**src/rtl/traffic_conflict_monitor.sv**
```systemverilog
// ---------------------------------------------------------------------------
// traffic_conflict_monitor
//
// Independent safety checker for the four-head traffic light bus. Every
// rising clk edge it samples the north/south/east/west light codes and looks
// for the following faults:
//   - invalid encodings
//   - NS/EW conflicts
//   - paired-head mismatches
//   - illegal colour steps
//   - green/yellow phases that end too early
//   - a bus that has stopped changing
// The first fault is latched and mirrored on flash_red as a fail-safe
// request to the lamp driver stage.
//
// Ports:
//   clk          rising-edge clock
//   rst          asynchronous, active-high reset
//   n_light      north head code (GREEN 001, YELLOW 010, RED 100)
//   s_light      south head code, must match north
//   e_light      east head code
//   w_light      west head code, must match east
//   clear_fault  synchronous request to release the latched fault
//   fault        latched fault flag
//   fault_code   first fault: 0 none, 1 invalid, 2 conflict, 3 mismatch,
//                4 illegal transition, 5 min-dwell, 6 stall
//   flash_red    fail-safe request, identical to fault
//   cycle_count  number of NS red-to-green entries, wrapping
// ---------------------------------------------------------------------------
module traffic_conflict_monitor #(
   parameter int MIN_GREEN  = 6,
   parameter int MIN_YELLOW = 4,
   parameter int MAX_STALL  = 16,
   parameter int CNT_W      = 8
) (
   input  logic             clk,
   input  logic             rst,
   input  logic [2:0]       n_light,
   input  logic [2:0]       s_light,
   input  logic [2:0]       e_light,
   input  logic [2:0]       w_light,
   input  logic             clear_fault,
   output logic             fault,
   output logic [2:0]       fault_code,
   output logic             flash_red,
   output logic [CNT_W-1:0] cycle_count
);

   localparam logic [2:0] GREEN  = 3'b001;
   localparam logic [2:0] YELLOW = 3'b010;
   localparam logic [2:0] RED    = 3'b100;

   localparam logic [CNT_W-1:0] MIN_GREEN_C  = CNT_W'(MIN_GREEN);
   localparam logic [CNT_W-1:0] MIN_YELLOW_C = CNT_W'(MIN_YELLOW);
   localparam logic [CNT_W-1:0] MAX_STALL_C  = CNT_W'(MAX_STALL);

   typedef enum logic [2:0] {
      F_NONE     = 3'd0,
      F_INVALID  = 3'd1,
      F_CONFLICT = 3'd2,
      F_MISMATCH = 3'd3,
      F_ILLEGAL  = 3'd4,
      F_DWELL    = 3'd5,
      F_STALL    = 3'd6
   } fault_e;

   function automatic logic is_valid(input logic [2:0] code);
      return (code == GREEN) || (code == YELLOW) || (code == RED);
   endfunction

   function automatic logic legal_step(input logic [2:0] from, input logic [2:0] to);
      return ((from == GREEN)  && (to == YELLOW)) ||
             ((from == YELLOW) && (to == RED))    ||
             ((from == RED)    && (to == GREEN));
   endfunction

   // The dwell compared here is the count accumulated before this edge's update.
   function automatic logic left_early(input logic [2:0] from, input logic [CNT_W-1:0] dwell);
      return ((from == GREEN)  && (dwell < MIN_GREEN_C)) ||
             ((from == YELLOW) && (dwell < MIN_YELLOW_C));
   endfunction

   logic [2:0]       prev_ns, prev_ew;
   logic [11:0]      prev_raw;
   logic [CNT_W-1:0] dwell_ns, dwell_ew, stall_cnt;
   logic             armed_ns, armed_ew;
   fault_e           code_q;

   logic             ns_change, ew_change;
   logic             bad_invalid, bad_conflict, bad_mismatch;
   logic             bad_illegal, bad_dwell, bad_stall;
   logic [CNT_W-1:0] dwell_ns_next, dwell_ew_next, stall_next;
   fault_e           viol_code;

   // Per-sample checks. An axis only "changes" when its new code is valid, so an
   // invalid sample never feeds the transition or dwell checks, and prev_ns and
   // prev_ew only ever hold valid codes.
   always_comb begin
      ns_change    = is_valid(n_light) && (n_light != prev_ns);
      ew_change    = is_valid(e_light) && (e_light != prev_ew);

      bad_invalid  = !is_valid(n_light) || !is_valid(s_light) ||
                     !is_valid(e_light) || !is_valid(w_light);
      bad_conflict = is_valid(n_light) && is_valid(e_light) &&
                     (n_light != RED) && (e_light != RED);
      bad_mismatch = (n_light != s_light) || (e_light != w_light);
      bad_illegal  = (ns_change && !legal_step(prev_ns, n_light)) ||
                     (ew_change && !legal_step(prev_ew, e_light));
      bad_dwell    = (ns_change && armed_ns && left_early(prev_ns, dwell_ns)) ||
                     (ew_change && armed_ew && left_early(prev_ew, e_dwell_sel(dwell_ew)));

      dwell_ns_next = ns_change ? CNT_W'(1) : ((&dwell_ns) ? dwell_ns : dwell_ns + 1'b1);
      dwell_ew_next = ew_change ? CNT_W'(1) : ((&dwell_ew) ? dwell_ew : dwell_ew + 1'b1);

      if ({n_light, s_light, e_light, w_light} != prev_raw)
         stall_next = '0;
      else
         stall_next = (&stall_cnt) ? stall_cnt : stall_cnt + 1'b1;
      bad_stall = (stall_next >= MAX_STALL_C);

      // Later assignments override earlier ones, so the lowest code wins.
      viol_code = F_NONE;
      if (bad_stall)    viol_code = F_STALL;
      if (bad_dwell)    viol_code = F_DWELL;
      if (bad_illegal)  viol_code = F_ILLEGAL;
      if (bad_mismatch) viol_code = F_MISMATCH;
      if (bad_conflict) viol_code = F_CONFLICT;
      if (bad_invalid)  viol_code = F_INVALID;
   end

   function automatic logic [CNT_W-1:0] e_dwell_sel(input logic [CNT_W-1:0] d);
      return d;
   endfunction

   // History and fault latch. The history keeps tracking the bus while the
   // monitor is faulted, so a release via clear_fault resumes with a correct
   // picture of the current phase. A new violation that coincides with
   // clear_fault re-latches with the new code instead of clearing.
   always_ff @(posedge clk or posedge rst) begin
      if (rst) begin
         prev_ns     <= RED;
         prev_ew     <= RED;
         prev_raw    <= {RED, RED, RED, RED};
         dwell_ns    <= '0;
         dwell_ew    <= '0;
         stall_cnt   <= '0;
         armed_ns    <= 1'b0;
         armed_ew    <= 1'b0;
         cycle_count <= '0;
         fault       <= 1'b0;
         code_q      <= F_NONE;
      end else begin
         prev_raw  <= {n_light, s_light, e_light, w_light};
         stall_cnt <= stall_next;
         dwell_ns  <= dwell_ns_next;
         dwell_ew  <= dwell_ew_next;
         if (is_valid(n_light)) prev_ns <= n_light;
         if (is_valid(e_light)) prev_ew <= e_light;
         if (ns_change) armed_ns <= 1'b1;
         if (ew_change) armed_ew <= 1'b1;
         if (ns_change && (prev_ns == RED) && (n_light == GREEN))
            cycle_count <= cycle_count + 1'b1;

         if (viol_code != F_NONE) begin
            fault <= 1'b1;
            if (!fault || clear_fault) code_q <= viol_code;
         end else if (clear_fault) begin
            fault  <= 1'b0;
            code_q <= F_NONE;
         end
      end
   end

   assign fault_code = code_q;
   assign flash_red  = fault;

endmodule
```
**config.mk**
```make
export PLATFORM = sky130hd
export DESIGN_NAME = traffic_conflict_monitor
export DESIGN_NICKNAME = d
export VERILOG_FILES = /design/src/rtl/traffic_conflict_monitor.sv
export SDC_FILE = /design/constraint.sdc
export NUM_CORES = 1
export LEC_CHECK = 0
export CORE_AREA = 2 2 103 105
export CTS_CLUSTER_DIAMETER = 60
export DETAILED_ROUTE_END_ITERATION = 8
export DIE_AREA = 0 0 105 107
export SLEW_MARGIN = 20
export SYNTH_ARGS = -nofsm -noshare
export SYNTH_HDL_FRONTEND = slang
export SYNTH_SLANG_ARGS = --single-unit
```
**constraint.sdc**
```tcl
create_clock -name clk -period 3.3 [get_ports clk]
set_input_delay 0.66 -clock clk [delete_from_list [all_inputs] [get_ports clk]]
set_output_delay 0.66 -clock clk [all_outputs]
set_load 0.01 [all_outputs]
```
==> impl_metrics.json, run 1 <==
{
  "dp_hpwl_mm": 4.62,
  "critPathArrivalTime_ns": 2.79,
  "cap_violations": 0,
  "cts_root_buf": "clkbuf_8",
  "tightest_slew_ns": 0.562,
  "yosysMostFrequentCell": "dfrtp_1",
  "cts_tree": "yes",
  "synth.top_cell.area_share_pct": 39.7,
  "power_leakage_nw": 1.48,
  "setup_viol": 0,
  "die_area_um2": 11200,
  "finalNetCount": 366,
  "hold_viol_final": 0,
  "drive_gt1_share_pct": 10.1,
  "placed_area_um2": 3570,
  "reg2reg_depth": 6,
  "antenna_found_initial": 0,
  "antenna_cells": 0,
  "fin_tns_setup_ns": 0,
  "skew_ns": 0.0159,
  "status": "complete, no violations",
  "syn-cell-area_um2": 3160,
  "initial_utilization_pct": 31.3,
  "fmax_ghz": 0.394,
  "ios": 28,
  "ys_ff_latch": 56,
  "criticalPathCategory": "input pin to flip-flop",
  "hold_depth": 1,
  "cts.htree.levels": 2,
  "cts_resized": 0,
  "syn_nets": 340,
  "relSlewSlack_pct": 62.4,
  "async_flop_share_pct": 100,
  "ys_top_cells_by_area": "dfrtp_1 (40%), xor2_1 (5.8%), dfstp_2 (5.0%), xnor2_1 (4.7%), nor2_1 (4.2%)",
  "die_y_um": 107,
  "worstPathRequired_ns": 3.55,
  "rsz0062_at_grt": "no",
  "rows": 37,
  "crit_path_max_fanout": 14,
  "grt_pass1_vias": 2275,
  "clkSinkCount": 56,
  "ys.flop_type": "dfrtp_1",
  "yosys-top-cells-count": "dfrtp_1 (50), nor2_1 (35), nand3_1 (23), xor2_1 (21), xnor2_1 (17)",
  "drt-wirelength-per-cell_um": 13.1,
  "first_pass_iters": 4,
  "cts_buffers": 5,
  "wl_mm": 6.35,
  "drt_first_iter_violations": 131,
  "cts_buffer_depth": 2,
  "drc": 0,
  "worstSkewPairLatency_ns": 0.31,
  "area_delta_synth_final_pct": 15.7,
  "coreArea_um2": 10100,
  "slew_viol_final": 0,
  "cp-start-kind": "input pin",
  "final_cell_area_um2": 3650,
  "grt_first_pass_wirelength_mm": 10.8,
  "grtUsageTotal_pct": 11.7,
  "crit_path_end_kind": "flip-flop",
  "seq_area_frac_synth_pct": 44.6,
  "synth_warnings": 0,
  "overflow": 0,
  "p_per_area_nw_per_um2": 436,
  "peakVddDrop_v": 0.000206,
  "postCtsHoldBufs": 0,
  "syn_inst": 321,
  "avgSynthCellArea_um2": 9.83,
  "clkTransAtPathRegs_ns": 0.09,
  "ys_types": 64,
  "portBuffers": 27,
  "postRouteAntennaNets": 0,
  "yosysTopAreaCell": "dfrtp_1",
  "die_w_um": 105,
  "post_cts.repair.setup_buffers": 0,
  "drt-vias-per-instance": 5.00,
  "period_share_pct": 76.9,
  "period_needed_ns": 2.54,
  "gp_congestion": 0.800,
  "vias": 2418,
  "p_total_mw": 1.59,
  "synth-edff-count": 0,
  "grt_max_degree": 22,
  "min_path_type": "flip-flop to flip-flop"
}
==> worst paths after layout <==
| kind | to | slack, ns | start |
|---|---|---|---|
| min in group asynchronous | prev_ew[1] | 0.65 | rst |
| max in group asynchronous | prev_ns[2] | 1.98 | rst |
| setup reg to reg | fault_code[0] | 1.16 | prev_ns[2] |
| hold / removal | armed_ew | 0.47 | armed_ew |
| hold reg to reg | armed_ew | 0.47 | armed_ew |
| setup / recovery | fault_code[0] | 0.76 | n_light[2] |
==> sequential cells by signal, summed over array words and instances (netlist names) <==
signal	cells
prev_raw	12
armed_ns	1
dwell_ew	8
prev_ew	3
dwell_ns	8
cycle_count	8
armed_ew	1
prev_ns	3
fault_code	3
stall_cnt	8
fault	1
==> report_power, final <==
group	internal, mW	leakage (nW)	switching (mW)	total [mW]
Clock	0.150	0.0422	0.215	0.365
Combinational	0.191	0.740	0.186	0.376
Sequential	0.762	0.701	0.0886	0.851
==> cell families after synthesis <==
kind of cell	synth area share, %
flops	44.6
fa+ha+maj	1.59
buf+inv	3.61
mux	1.27
simple gates	25.1
xor+xnor	10.5
compound gates	13.2
==> layer usage <==
metal | part of all wire (%) | global-route usage (%) | up-vias | wire [um]
li1 | - | - | 1195 | -
met1 | 48 | 15.4 | 1173 | 3060
met2 | 46 | 18.9 | 45 | 2940
met3 | 4.6 | 2.86 | 5 | 289
met4 | 1.0 | 3.52 | 0 | 64
met5 | 0 | 0 | - | 0
==> metrics by stage <==
stage / instances / hold WS (ns) / util (%) / worst slack (ns)
after global placement: 476 / 0.452 / 35.4 / 0.483
after floorplan: 321 / 0.425 / - / 1.18
after global routing: 484 / 0.507 / 36.2 / 0.595
after detailed placement: 476 / 0.448 / 35.4 / 0.434
after CTS: 484 / 0.473 / 36.2 / 0.735
final: 484 / 0.471 / 36.2 / 0.762
==> final cells by class <==
| cell class | count | area (um^2) |
|---|---|---|
| Tap cell | 136 | 170 |
| Inverter | 9 | 33.8 |
| Timing Repair Buffer | 34 | 323 |
| Clock inverter | 1 | 5.00 |
| Multi-Input combinational cell | 241 | 1630 |
| Fill cell | 1044 | 6440 |
| Clock buffer | 7 | 76.3 |
| Sequential cell | 56 | 1410 |
==> cell usage in the layout, fill, tap and decap left out, types with 4 or more instances in the layout <==
master           synthesis  layout
a211oi_1                 4       4
a21oi_1                  7       7
a31oi_1                  4       4
and3_1                   9       9
buf_4                    4       7
clkbuf_8                 0       5
clkdlybuf4s50_1          0      27
dfrtp_1                 50      50
dfstp_2                  6       6
ha_1                     4       4
inv_1                    8       7
mux2i_1                  4       4
nand2_1                 15      15
nand3_1                 23      23
nand4_1                  6       6
nor2_1                  35      35
nor3_1                   8       8
nor3b_1                  7       7
nor4_1                   4       4
o21ai_0                 11      11
o21ai_1                  6       6
o21bai_1                 4       4
xnor2_1                 17      17
xor2_1                  21      21
==> worst max-delay path: stages <==
cell,delay [ns]
clkdlybuf4s50_1,0.69
nor2_1,0.37
xnor2_1,0.16
nand4b_1,0.19
and2b_2,0.31
nor4bb_1,0.23
o211a_1,0.17
(Power assumes the default switching activity.)
==> inputs of run 2 (changes only) <==
==> constraint.sdc (replaced) <==
create_clock -name clk -period 2.5 [get_ports clk]
set_input_delay 0.5 -clock clk [delete_from_list [all_inputs] [get_ports clk]]
set_output_delay 0.5 -clock clk [all_outputs]
set_load 0.01 [all_outputs]
==> run 2 against run 1 <==
Compared with the run above:
- via count increased by 1.1%
- combinational power increased by 39%
- flip-flop and latch count unchanged
- clock skew decreased by 0.0051 ns
- worst setup slack got worse by 0.47 ns
- critical path type unchanged
- critical endpoint unchanged
- largest power group unchanged
- highest routed layer unchanged
==> impl_metrics.json, run 2 (synthesis gave the netlist of run 1 again) <==
{
  "setup_viol": 0,
  "top_register": "prev_raw",
  "cts_root_buf": "clkbuf_8",
  "initial_utilization_pct": 31.3,
  "antenna_found_initial": 0,
  "p_per_area_nw_per_um2": 581,
  "die_area_um2": 11200,
  "largest_reg_flops": 12,
  "worstPathRequired_ns": 2.71,
  "post_cts.repair.setup_buffers": 0,
  "critPathArrivalTime_ns": 2.41,
  "peakVddDrop_v": 0.000256,
  "cap_violations": 0,
  "fmax_ghz": 0.453,
  "tightest_slew_ns": 0.485,
  "cts.htree.levels": 2,
  "grt_max_degree": 22,
  "rows": 37,
  "cp-start-kind": "input pin",
  "worstSkewPairLatency_ns": 0.31,
  "status": "complete, no violations",
  "postCtsHoldBufs": 0,
  "cp_num_cells": 8,
  "grtUsageTotal_pct": 12.1,
  "reg2reg_depth": 6,
  "combPwrFrac_pct": 23.4,
  "clkTransAtPathRegs_ns": 0.10,
  "slew_viol_final": 0,
  "p_int_mw": 1.57,
  "overflow": 0,
  "nFillCells": 1035,
  "dp_hpwl_mm": 4.73,
  "placed_area_um2": 3740,
  "ios": 28,
  "relSlewSlack_pct": 67.6,
  "cts_buffer_depth": 2,
  "cp_num_buf_inv": 2,
  "min_delay_worst_endpoint": "armed_ew",
  "die_w_um": 105,
  "crit_path_max_fanout": 14,
  "crit_slowest_cell": "clkdlybuf4s50_1",
  "clkSinkCount": 56,
  "p_seq_share_pct": 50.0,
  "hold_viol_final": 0,
  "p_total_mw": 2.24,
  "grt_pass1_vias": 2381,
  "drt-wirelength-per-cell_um": 12.9,
  "finalNetCount": 385,
  "p_sw_uw": 662,
  "dp_slack_ns": -0.0208,
  "whs_ns": 0.474,
  "final_cell_mix": "dfrtp_1 (50), nor2_1 (35), clkdlybuf4s50_1 (27), buf_4 (24), nand3_1 (23)",
  "portBuffers": 27,
  "drive_gt1_share_pct": 15.3,
  "drt_first_iter_violations": 78,
  "hp-start": "armed_ew",
  "period_needed_ns": 2.21,
  "skew_ns": 0.0108,
  "max_stage_delay_ns": 0.43,
  "cp_top_family": "compound AO/OA/AOI/OAI gates",
  "dp.cells": 495,
  "coreArea_um2": 10100,
  "vias": 2445,
  "swShare_pct": 29.6,
  "setup_ws_ns": 0.295,
  "final_util_pct": 38.1,
  "drc": 0,
  "rrSetupSlack_ns": 0.34,
  "area_delta_synth_final_pct": 21.9,
  "clkPwrFrac_pct": 26.6,
  "period_share_pct": 88.2,
  "gp_congestion": 0.768,
  "first_pass_iters": 4,
  "grt_first_pass_wirelength_mm": 11.3,
  "postRouteAntennaNets": 0,
  "crit_path_end_kind": "flip-flop",
  "wl_mm": 6.50,
  "criticalPathCategory": "input pin to flip-flop",
  "rsz0062_at_grt": "no",
  "min_path_type": "flip-flop to flip-flop",
  "power_leakage_nw": 1.60,
  "die_y_um": 107,
  "fin_tns_setup_ns": 0,
  "drt-vias-per-instance": 4.86,
  "cts_tree": "yes",
  "hold_depth": 1,
  "cts_resized": 0,
  "regToRegEndpoint": "fault_code[0]",
  "antenna_cells": 0,
  "instances_no_fill": 503,
  "cts_buffers": 5,
  "final_cell_area_um2": 3850,
  "crit_chain": "clkdlybuf4s50_1 -> buf_4 -> o22a_1 -> a211oi_1 -> a32o_1 -> a211o_1 -> nand4b_1 -> o211a_1",
  "crit-reg2reg-launch": "prev_ew[2]",
  "mostFrequentLayoutCell": "dfrtp_1"
}
## run 2: worst max path at each step
stage                from            end  slack, ns
2_1_floorplan  prev_ew[2]  fault_code[0]       0.53
3_3_place_gp   n_light[0]  fault_code[0]      -0.05
3_5_place_dp   n_light[0]  fault_code[0]      -0.02
4_1_cts        n_light[0]  fault_code[0]       0.29
5_1_grt        n_light[0]  fault_code[0]       0.18
6_report       n_light[0]  fault_code[0]       0.29
## run 2: per-layer routing
layer  vias up  part of all wire (%)  global-route usage [%]
met2        32                    45                    19.4
li1       1236                     -                       -
met4         0                   1.1                    3.14
met3         6                   4.1                    3.04
met5         -                     0                       0
met1      1171                    50                    16.4
## run 2: cell type report
type / instances / area [um^2] / share of cell area, %
timing repair buffer: 53 / 490 / 12.7
sequential: 56 / 1410 / 36.6
clock inverter: 3 / 42.5 / 1.11
clock buffer: 5 / 68.8 / 1.79
multi-input combinational: 241 / 1630 / 42.4
inverter: 9 / 33.8 / 0.878
tap: 136 / 170 / 4.42
## run 2: power groups by stage
stage	clock, mW	combinational [mW]	sequential, mW
3_3_place_gp	0	0.518	1.13
2_1_floorplan	0	0.371	1.11
6_report	0.595	0.523	1.12
5_1_grt	0.648	0.590	1.14
4_1_cts	0.617	0.530	1.12
3_5_place_dp	0	0.526	1.14
## run 2: worst register-to-register path: stages, from the launching register on
cell       delay (ns)
dfstp_2          0.42
or4b_4           0.55
a2111oi_4        0.39
nand4_2          0.20
a211o_1          0.29
nand4b_1         0.11
o211a_1          0.16
==> inputs of run 3 (changes only) <==
--- a/config.mk
+++ b/config.mk
@@ -9,6 +9,8 @@
 export CTS_CLUSTER_DIAMETER = 60
 export DETAILED_ROUTE_END_ITERATION = 8
 export DIE_AREA = 0 0 105 107
+export PLACE_DENSITY = 0.54
+export SKIP_CTS_REPAIR_TIMING = 1
 export SLEW_MARGIN = 20
 export SYNTH_ARGS = -nofsm -noshare
 export SYNTH_HDL_FRONTEND = slang
==> run 3 against run 2 <==
Compared with the run above:
- clock power shrank 11%
- combinational power is essentially flat
- worst setup slack is essentially flat
- sequential power is essentially flat
- maximum frequency is essentially flat
- flip-flop and latch count is the same
- count of clock-buffer cells in the layout grew 2
- non-clock buffer count shrank 1
- sequential share of layout area grew 0.36 points
- largest power group unchanged
==> impl_metrics.json, run 3 (synthesis gave the netlist of run 1 again) <==
{
  "cp-start-kind": "input pin",
  "grt_first_pass_wirelength_mm": 11.3,
  "finalNetCount": 384,
  "grt_max_degree": 57,
  "cts_root_buf": "clkbuf_8",
  "period_needed_ns": 2.21,
  "critPathArrivalTime_ns": 2.41,
  "antenna_found_initial": 0,
  "clkTransAtPathRegs_ns": 0.10,
  "drc": 0,
  "cts_buffer_depth": 2,
  "gp_congestion": 0.752,
  "final_cell_mix": "dfrtp_1 (50), nor2_1 (35), clkdlybuf4s50_1 (27), buf_4 (24), nand3_1 (23)",
  "worstSkewPairLatency_ns": 0.31,
  "cts_buffers": 5,
  "crit_path_end_kind": "flip-flop",
  "vias": 2458,
  "slew_viol_final": 0,
  "cts.htree.levels": 2,
  "drt-wirelength-per-cell_um": 13.1,
  "initial_utilization_pct": 31.3,
  "cts_tree": "yes",
  "setup_viol": 0,
  "wl_mm": 6.60,
  "grt_pass1_vias": 2325,
  "period_share_pct": 88.2,
  "drive_gt1_share_pct": 14.8,
  "rows": 37,
  "dp_hpwl_mm": 4.69,
  "hold_viol_final": 0,
  "largest_reg_flops": 12,
  "relSlewSlack_pct": 72.8,
  "die_w_um": 105,
  "area_delta_synth_final_pct": 20.7,
  "rsz0062_at_grt": "no",
  "fmax_ghz": 0.453,
  "dp.cells": 494,
  "antenna_cells": 0,
  "placed_area_um2": 3720,
  "overflow": 0,
  "peakVddDrop_v": 0.000249,
  "portBuffers": 27,
  "mostFrequentLayoutCell": "dfrtp_1",
  "rrSetupSlack_ns": 0.37,
  "first_pass_iters": 4,
  "die_y_um": 107,
  "ios": 28,
  "drt_first_iter_violations": 113,
  "criticalPathCategory": "input pin to flip-flop",
  "drt-vias-per-instance": 4.90,
  "cap_violations": 0,
  "fin_tns_setup_ns": 0,
  "min_path_type": "flip-flop to flip-flop",
  "coreArea_um2": 10100,
  "worstPathRequired_ns": 2.71,
  "clkSinkCount": 56,
  "die_area_um2": 11200,
  "power_leakage_nw": 1.58,
  "postRouteAntennaNets": 0,
  "tightest_slew_ns": 0.404,
  "final_cell_area_um2": 3810,
  "instances_no_fill": 502,
  "status": "complete, no violations",
  "top_register": "prev_raw",
  "crit_path_max_fanout": 5,
  "nFillCells": 1022,
  "grtUsageTotal_pct": 12.3,
  "p_per_area_nw_per_um2": 572,
  "skew_ns": 0.00394
}
==> run 3: cell types whose count changed in the layout (fill, tap and decap cells not counted), sizes merged <==
cell,delta
buf,-1
clkbuf,+2
clkinv,-1
bufinv,-1
==> run 3: critical path, cell delays in order <==
cell and delay (ns):
clkdlybuf4s50_1 0.52, xor2_1 0.21, nor4_1 0.37, nand3_1 0.19, o211ai_1 0.31, nor4bb_1 0.10
o211a_1 0.21
==> run 3: final timing paths <==
| kind | from | endpoint | cells past startpoint |
|---|---|---|---|
| hold / removal | armed_ew | armed_ew | 1 |
| setup reg to reg | prev_ew[2] | fault_code[0] | 6 |
| max in group asynchronous | rst | prev_ew[2] | 3 |
| min in group asynchronous | rst | dwell_ns[4] | 3 |
| setup / recovery | s_light[2] | fault_code[0] | 7 |
| hold reg to reg | armed_ew | armed_ew | 1 |
==> run 3: metrics by stage <==
| stage | utilization, % | worst slack (ns) | hold slack [ns] | total power [mW] |
|---|---|---|---|---|
| 6_report | 37.8 | 0.294 | 0.468 | 2.18 |
| 5_1_grt | 37.8 | 0.161 | 0.496 | 2.33 |
| 4_1_cts | 37.8 | 0.250 | 0.471 | 2.21 |
| 3_5_place_dp | 36.8 | -0.0978 | 0.444 | 1.67 |
| 3_3_place_gp | 36.8 | -0.0477 | 0.441 | 1.66 |
| 2_1_floorplan | - | 0.531 | 0.425 | 1.48 |
==> run 3: area by class of cell <==
cell class | count | area (um^2) | share of cell area (%)
clock inverters | 1 | 7.51 | 0.197
repair buffers | 52 | 470 | 12.3
inverters | 9 | 33.8 | 0.887
multi-input cells | 241 | 1630 | 42.9
well taps | 136 | 170 | 4.47
clock buffers | 7 | 86.3 | 2.27
flip-flops and latches | 56 | 1410 | 37.0
==> run 3: layer usage <==
layer	global-route usage (%)	wire, um	vias up
met5	0	0	-
met1	16.6	3250	1180
met2	19.5	3010	35
met3	2.67	248	6
met4	4.19	93	0
li1	-	-	1237
==> run 3: power breakdown <==
part           leakage [nW]  total, mW  internal, mW  switching [mW]
sequential            0.701       1.13          1.01           0.122
combinational         0.832      0.523         0.270           0.252
clock                0.0445      0.529         0.226           0.303
